[src/rtl/spectrum_peak_finder.sv]
// spectrum_peak_finder
// Takes one SFFT spectrum frame per rising edge of InputValid and scans the
// lower FREQS bins, one bin per clock. It keeps a sorted top-PEAKS list by
// insertion. When the scan ends it presents the bin indices and the
// saturated amplitudes, together with a one-cycle PeaksValid pulse.
module spectrum_peak_finder #(
    parameter int NFFT             = 8,
    parameter int FREQS            = NFFT / 2,
    parameter int FREQ_WIDTH       = 4,
    parameter int INPUT_AMPL_WIDTH = 32,
    parameter int FINAL_AMPL_WIDTH = 24,
    parameter int PEAKS            = 2
) (
    input  logic                                      clk,
    input  logic                                      reset,
    input  logic [NFFT-1:0][INPUT_AMPL_WIDTH-1:0]     SFFT_In,
    input  logic                                      InputValid,
    output logic [PEAKS-1:0][FREQ_WIDTH-1:0]          PeakFreqs,
    output logic [PEAKS-1:0][FINAL_AMPL_WIDTH-1:0]    PeakAmpls,
    output logic                                      PeaksValid,
    output logic                                      Busy,
    output logic                                      FrameDropped
);

    typedef enum logic [1:0] {
        IDLE = 2'd0,
        SCAN = 2'd1,
        DONE = 2'd2
    } state_t;

    // Any amplitude above this value is clipped to all ones on output.
    localparam logic [INPUT_AMPL_WIDTH-1:0] SAT_LIMIT =
        INPUT_AMPL_WIDTH'({FINAL_AMPL_WIDTH{1'b1}});

    state_t state_q, state_d;

    logic                                      inputValid_q;
    logic                                      frameEdge;
    logic                                      lastBin;
    logic                                      frameDropped_q;

    logic [FREQS-1:0][INPUT_AMPL_WIDTH-1:0]    frameBuf_q;
    logic [FREQ_WIDTH-1:0]                     idx_q;
    logic [INPUT_AMPL_WIDTH-1:0]               candAmpl;

    logic [PEAKS-1:0][INPUT_AMPL_WIDTH-1:0]    listAmpl_q, listAmpl_d;
    logic [PEAKS-1:0][FREQ_WIDTH-1:0]          listFreq_q, listFreq_d;
    logic [PEAKS-1:0]                          listValid_q, listValid_d;
    logic [PEAKS-1:0]                          insertHere;
    logic                                      insertSeen;

    logic [PEAKS-1:0][FREQ_WIDTH-1:0]          peakFreqs_q;
    logic [PEAKS-1:0][FINAL_AMPL_WIDTH-1:0]    peakAmpls_q;

    function automatic logic [FINAL_AMPL_WIDTH-1:0] saturate(
        input logic [INPUT_AMPL_WIDTH-1:0] ampl
    );
        logic [FINAL_AMPL_WIDTH-1:0] result;
        if (ampl > SAT_LIMIT) begin
            result = '1;
        end else begin
            result = ampl[FINAL_AMPL_WIDTH-1:0];
        end
        return result;
    endfunction

    // A frame starts only on a rising InputValid, so a level that is held high
    // yields one capture. The delayed copy is cleared by reset, so a high
    // level just after reset still counts as an edge.
    assign frameEdge = InputValid & ~inputValid_q;
    assign lastBin   = (idx_q == FREQ_WIDTH'(FREQS - 1));

    // Select the current candidate amplitude from the latched frame copy.
    always_comb begin
        candAmpl = '0;
        for (int b = 0; b < FREQS; b++) begin
            if (idx_q == FREQ_WIDTH'(b)) begin
                candAmpl = frameBuf_q[b];
            end
        end
    end

    // Insert the candidate at the first slot that is empty or strictly smaller.
    // Slots below that point shift down by one, and the last slot drops off.
    always_comb begin
        listAmpl_d  = listAmpl_q;
        listFreq_d  = listFreq_q;
        listValid_d = listValid_q;
        insertHere  = '0;
        for (int i = 0; i < PEAKS; i++) begin
            insertHere[i] = ~listValid_q[i] | (listAmpl_q[i] < candAmpl);
        end
        insertSeen = insertHere[0];
        if (insertHere[0]) begin
            listAmpl_d[0]  = candAmpl;
            listFreq_d[0]  = idx_q;
            listValid_d[0] = 1'b1;
        end
        for (int i = 1; i < PEAKS; i++) begin
            if (insertSeen) begin
                listAmpl_d[i]  = listAmpl_q[i-1];
                listFreq_d[i]  = listFreq_q[i-1];
                listValid_d[i] = listValid_q[i-1];
            end else if (insertHere[i]) begin
                listAmpl_d[i]  = candAmpl;
                listFreq_d[i]  = idx_q;
                listValid_d[i] = 1'b1;
            end
            insertSeen = insertSeen | insertHere[i];
        end
    end

    // State register.
    always_ff @(posedge clk or negedge reset) begin
        if (!reset) begin
            state_q <= IDLE;
        end else begin
            state_q <= state_d;
        end
    end

    // Next-state logic: capture, then scan each bin, then one presentation cycle.
    always_comb begin
        state_d = state_q;
        case (state_q)
            IDLE:    if (frameEdge) state_d = SCAN;
            SCAN:    if (lastBin)   state_d = DONE;
            DONE:    state_d = IDLE;
            default: state_d = IDLE;
        endcase
    end

    // FSM outputs. The peak registers are loaded on entry to DONE, so the
    // result is already stable while PeaksValid is high.
    always_comb begin
        Busy       = (state_q != IDLE);
        PeaksValid = (state_q == DONE);
    end

    // Datapath: edge detect, drop flag, frame capture, list update and result load.
    always_ff @(posedge clk or negedge reset) begin
        if (!reset) begin
            inputValid_q   <= 1'b0;
            frameDropped_q <= 1'b0;
            frameBuf_q     <= '0;
            idx_q          <= '0;
            listAmpl_q     <= '0;
            listFreq_q     <= '0;
            listValid_q    <= '0;
            peakFreqs_q    <= '0;
            peakAmpls_q    <= '0;
        end else begin
            inputValid_q   <= InputValid;
            frameDropped_q <= frameEdge && (state_q != IDLE);
            case (state_q)
                IDLE: begin
                    if (frameEdge) begin
                        frameBuf_q  <= SFFT_In[FREQS-1:0];
                        idx_q       <= '0;
                        listAmpl_q  <= '0;
                        listFreq_q  <= '0;
                        listValid_q <= '0;
                    end
                end
                SCAN: begin
                    listAmpl_q  <= listAmpl_d;
                    listFreq_q  <= listFreq_d;
                    listValid_q <= listValid_d;
                    if (lastBin) begin
                        peakFreqs_q <= listFreq_d;
                        for (int k = 0; k < PEAKS; k++) begin
                            peakAmpls_q[k] <= saturate(listAmpl_d[k]);
                        end
                    end else begin
                        idx_q <= idx_q + 1'b1;
                    end
                end
                default: ;
            endcase
        end
    end

    assign PeakFreqs    = peakFreqs_q;
    assign PeakAmpls    = peakAmpls_q;
    assign FrameDropped = frameDropped_q;

endmodule

[config.mk]
export PLATFORM = sky130hd
export DESIGN_NAME = spectrum_peak_finder
export DESIGN_NICKNAME = d
export VERILOG_FILES = /design/src/rtl/spectrum_peak_finder.sv
export SDC_FILE = /design/constraint.sdc
export NUM_CORES = 1
export LEC_CHECK = 0
export ABC_AREA = 1
export CORE_UTILIZATION = 55
export CTS_CLUSTER_SIZE = 25
export DETAILED_ROUTE_END_ITERATION = 8
export PLACE_DENSITY = 0.95
export SETUP_SLACK_MARGIN = 0.05
export SYNTH_ARGS = -nofsm -noshare
export SYNTH_HDL_FRONTEND = slang
export SYNTH_SLANG_ARGS = --single-unit
[constraint.sdc]
create_clock -name clk -period 9.4 [get_ports clk]
set_input_delay 1.41 -clock clk [delete_from_list [all_inputs] [get_ports clk]]
set_output_delay 1.41 -clock clk [all_outputs]
set_load 0.005 [all_outputs]
### Word level (Yosys, flattened, before mapping)

Index checks and enable logic that the tools add are counted.

| storage, ports and cells | value |
|---|---|
| register bits after elaboration | 266 |
| input bits | 259 |

| operators by class | value |
|---|---|
| add/subtract/negate cells | 1 |
| magnitude comparators | 4 |
| equal/unequal tests | 10 |
| mux-type cells | 27 |
| bitwise logic cells | 6 |
| reductions and logical operators | 12 |

Operators with widths:

| cell | number |
|---|---|
| $mux 32 | 7 |
| $pmux 64 s2 | 1 |
| $gt 32x24->1 const B | 2 |
| $lt 32x32->1 | 2 |
| $mux 64 | 1 |
| $mux 24 | 2 |
| $mux 4 | 5 |
| $pmux 8 s2 | 1 |
| $reduce_and 3->1 | 3 |
| $eq 4x2->1 const B | 2 |
| $mux 8 | 1 |
| $ne 2x2->1 const B | 4 |
| $pmux 2 s2 | 2 |
| $pmux 4 s2 | 1 |
| $reduce_and 2->1 | 4 |
| $mux 2 | 3 |
| $add 4x1->4 const B | 1 |
| $eq 4x1->1 const B | 1 |
| $logic_not 4->1 | 1 |
| $reduce_bool 2->1 | 2 |
| $mux 1 | 3 |
| $ne 3x3->1 const B | 1 |
| $not 1->1 | 3 |
| $eq 2x1->1 const B | 1 |
| 5 further kinds | 6 |

### Logic depth before layout (Yosys ltp)

| depth | value |
|---|---|
| depth after elaboration | 11 |
| gate-level depth with buffers | 33 |

### Worst setup path before layout

OpenSTA, ideal clock, no wires.

| path | value |
|---|---|
| path type | reg2reg |
| from | reg idx_q[1] |
| to | reg peakAmpls_q (netlist bit PeakAmpls[27]) |
| library setup time | 113 ps |
| arrival | 4015 ps |
| required time | 9287 ps |
| path slack | 5272 ps |
| cell stages (with the launch flop) | 31 |
| path buffers | 5 |
| clock period less this slack | 4128 ps |
| cells stage by stage | dfrtp_1 inv_1 ha_1 inv_1 nor3_1 clkbuf_1 clkbuf_1 nand2_1 a21oi_1 a21oi_1 nor2_1 a21oi_1 ha_1 a21oi_1 nor2_1 a211oi_1 o221a_2 nand2_1 nand2_1 nand2_1 nand2_2 buf_6 buf_4 nand2_1 nand2_1 nand2_2 nor2_8 buf_8 nand3_2 nand2_1 inv_1 |

| between the ends | value |
|---|---|
| word-level cells in the longest chain between the ends | 11 |

Ends and longest elaborated chain:

| what | line | RTL |
|---|---|---|
| start, declared | 43 | `logic [FREQ_WIDTH-1:0] idx_q;` |
| start signal, assigned | 175 | `idx_q <= idx_q + 1'b1;` |
| $logic_not 4->1 | 77 | `if (idx_q == FREQ_WIDTH'(b)) begin` |
| $mux 32 (4 in a row) | 77 |  |
| $lt 32x32->1 | 91 | `insertHere[i] = ~listValid_q[i] \| (listAmpl_q[i] < candAmpl);` |
| $or 1x1->1 | 91 |  |
| $mux 32 | 104 | `end else if (insertHere[i]) begin` |
| $mux 32 | 100 | `if (insertSeen) begin` |
| $gt 32x24->1 | 59 | `if (ampl > SAT_LIMIT) begin` |
| $mux 24 | 59 |  |
| end signal, assigned by index | 172 | `peakAmpls_q[k] <= saturate(listAmpl_d[k]);` |
| end, declared | 53 | `logic [PEAKS-1:0][FINAL_AMPL_WIDTH-1:0] peakAmpls_q;` |

Several ways; a longest one is shown, not always the timed one.
A chain may end at the register's enable or synchronous reset.

### Final worst setup path

| path | value |
|---|---|
| from | reg idx_q[0] |
| to | reg peakAmpls_q (netlist bit PeakAmpls[3]) |

| between the ends | value |
|---|---|
| word-level cells in the longest chain between the ends | 10 |

Ends and longest elaborated chain:

| what | line | RTL |
|---|---|---|
| $logic_not 4->1 | 77 |  |
| $mux 32 (4 in a row) | 77 |  |
| $lt 32x32->1 | 91 |  |
| $or 1x1->1 | 91 |  |
| $mux 32 | 94 | `if (insertHere[0]) begin` |
| $gt 32x24->1 | 59 |  |
| $mux 24 | 59 |  |

Several ways; a longest one is shown, not always the timed one.

==> flow_summary.json <==
{
  "drv_slew": 0,
  "whs_ns": 0.468,
  "path_depth": 25,
  "ir_drop_uv": 496,
  "final_common_cell": "nand2_1",
  "ctsResizeCount": 0,
  "htree_levels": 1,
  "syn_area_mm2": 0.0142,
  "vias": 13100,
  "reg2reg_from": "idx_q[0]$_DFFE_PN0P_",
  "end_kind": "flop",
  "p_per_area_mw_per_mm2": 430,
  "grt_pass1_wl_um": 62500,
  "ioPinCount": 318,
  "r2r_end": "PeakAmpls[3]$_DFFE_PN0P_",
  "rr_worst_depth": 25,
  "required_ns": 9.84,
  "fin_ws_ns": 3.12,
  "cts_tree": "done",
  "nets": 2243,
  "path_max_fanout": 56,
  "insertion_delay_ns": 0.55,
  "crit_top_cell": "nand2_1",
  "vias_per_cell": 5.78,
  "post_drt_wl_per_cell_um": 16.8,
  "clk_pin_slew_ns": 0.06,
  "min_period_over_period_pct": 66.8,
  "tightest_slew_ns": 1.10,
  "ff_latch_area_mm2": 0.00666,
  "hold_viol": 0,
  "dp_hpwl_um": 25200,
  "ys.warnings.count": 0,
  "cts_hold_buf": 0,
  "dr.pass1.iters": 6,
  "synthArstFlopShare_pct": 100,
  "die_area_mm2": 0.0265,
  "rows": 58,
  "grtUsageTotal_pct": 29.4,
  "grt_max_degree": 129,
  "syn_area_per_cell_um2": 7.95,
  "fin_setup_tns_ns": 0,
  "dp.cells": 2218,
  "portBuffers": 189,
  "slowest_stage": "nor2_2",
  "core_mm2": 0.0253,
  "clkSinkCount": 266,
  "drc": 0,
  "grt_pass1_vias": 12700,
  "endpoint": "PeakAmpls[3]$_DFFE_PN0P_",
  "cpPeakStageDelay_ns": 0.80,
  "numCtsBuffers": 28,
  "synth_flop_cell": "dfrtp_1",
  "crit_family": "simple AND/OR/NAND/NOR gates",
  "routed_wl_um": 38000,
  "synth_edf_count": 0,
  "die_w_um": 163,
  "p_leak_nw": 8.27,
  "rsz0062_at_grt": "no",
  "ys_ff_latch": 266,
  "final_cell_mix": "690 x nand2_1, 266 x dfrtp_1, 188 x clkdlybuf4s50_1",
  "clockRootBuffer": "clkbuf_16",
  "areaGrowthSynthToFinish_pct": 20.3,
  "grt_antenna_before_repair": 0,
  "worstSetupStartpointType": "flop",
  "setup_viol": 0,
  "maxCapViolCount": 0,
  "hold_path.class": "flop to flop",
  "post-place-ws_ns": 3.42,
  "crit_path_start": "idx_q[0]$_DFFE_PN0P_",
  "relSlewSlack_pct": 26.5,
  "final_antenna_net_count": 0,
  "synth_nets": 2116,
  "ys_types": 40,
  "fmax_ghz": 0.159,
  "worst-setup-path-type": "flop to flop",
  "fillers": 1868,
  "skew_ns": 0.0152,
  "fin_crit_ns": 6.28,
  "synth_cells": 1791,
  "finalNonFillerCells": 2267,
  "clockBufferDepth": 3,
  "grt_overflow": 0,
  "place.gp.congestion": 0.903,
  "postCtsSetupBuffers": 0,
  "n_antenna_cell": 0,
  "worst_ep_arrival_time_ns": 6.72,
  "r2r_slack_ns": 3.12,
  "drive_above_1_share_pct": 8.78,
  "multi_input_area_mm2": 0.00663,
  "die_h_um": 163,
  "status": "completed",
  "crit_buf_inv": 5,
  "drtIter0Drc": 1416,
  "ys_seq_area_share_pct": 46.7,
  "start_util_pct": 56.4
}
## kinds of logic (layout without fill, tap and decap cells)
| family | after synthesis | after routing | share of synthesized area [%] |
|---|---|---|---|
| AOI/OAI and AO/OA | 298 | 298 | 12.5 |
| DFF | 266 | 266 | 46.7 |
| adders and majority gates | 66 | 66 | 5.80 |
| and+or+nand+nor | 931 | 931 | 28.1 |
| buffers and inverters | 230 | 376 | 6.91 |
## report_power, final
part	leakage, nW	internal (W)	switching [W]	total, W
clock	0.476	0.000714	0.000457	0.00117
sequential	3.22	0.00167	0.000326	0.00199
combinational	4.57	0.00137	0.00283	0.00420
total	8.27	0.00375	0.00361	0.00736
## worst min path at each step
stage	start	slack, ns	cells after the start	endpoint
3_5_place_dp	frameBuf_q[96]$_DFFE_PN0P_	0.46	2	frameBuf_q[96]$_DFFE_PN0P_
4_1_cts	frameBuf_q[96]$_DFFE_PN0P_	0.47	2	frameBuf_q[96]$_DFFE_PN0P_
3_3_place_gp	frameBuf_q[65]$_DFFE_PN0P_	0.45	2	frameBuf_q[65]$_DFFE_PN0P_
2_1_floorplan	frameBuf_q[96]$_DFFE_PN0P_	0.43	2	frameBuf_q[96]$_DFFE_PN0P_
5_1_grt	frameBuf_q[52]$_DFFE_PN0P_	0.48	2	frameBuf_q[52]$_DFFE_PN0P_
6_report	frameBuf_q[96]$_DFFE_PN0P_	0.47	2	frameBuf_q[96]$_DFFE_PN0P_
## layout make-up
| type | count | share of cell area [%] |
|---|---|---|
| Inverter | 125 | 2.75 |
| Multi-Input combinational cell | 1295 | 38.7 |
| Tap cell | 330 | 2.41 |
| Timing Repair Buffer | 202 | 11.6 |
| Clock inverter | 13 | 1.15 |
| Sequential cell | 266 | 38.9 |
| Clock buffer | 36 | 4.51 |
## flip-flops by register name (all words and copies together) (netlist names), 2 cells and up
signal	cells
state_q	2
listFreq_q	8
listAmpl_q	64
PeakAmpls	48
frameBuf_q	128
listValid_q	2
idx_q	4
PeakFreqs	8
## per-stage QoR
step / util [%] / power (W) / instance area (um^2)
2_1_floorplan: - / 0.00506 / 14200
5_1_grt: 67.8 / 0.00792 / 17100
3_5_place_dp: 64.0 / 0.00605 / 16200
4_1_cts: 67.8 / 0.00728 / 17100
3_3_place_gp: 64.0 / 0.00582 / 16200
6_report: 67.8 / 0.00736 / 17100
## worst reg2reg max path, delay by kind of cell (launching register included)
kind,cells,cell delay (ns)
DFF,1,0.44
and+or+nand+nor,11,2.18
buffers and inverters,5,1.38
adders and majority gates,2,0.61
AOI/OAI and AO/OA,7,1.57
## Yosys cell counts (12+ instances only)
master | n | area (um^2)
o22ai_1 | 15 | 93.8
o21ai_0 | 102 | 510
nand3_1 | 60 | 300
ha_1 | 66 | 826
nand4_1 | 31 | 194
o211ai_1 | 19 | 143
nor2_1 | 55 | 206
dfrtp_1 | 266 | 6660
a22o_1 | 23 | 201
a21oi_1 | 100 | 500
or2_2 | 48 | 300
nand3_2 | 20 | 200
inv_1 | 120 | 450
buf_2 | 12 | 60.1
nand2_1 | 690 | 2590
clkbuf_1 | 68 | 255
## metal layers
metal  track usage [%]  vias to the layer above  wire length, um
met3              5.02                      106             3920
li1                  -                     6074                -
met2              46.7                      796            17600
met1              40.0                     6122            15200
met5                 0                        -                0
met4              11.6                        0             1280
(Power assumes the default switching activity.)
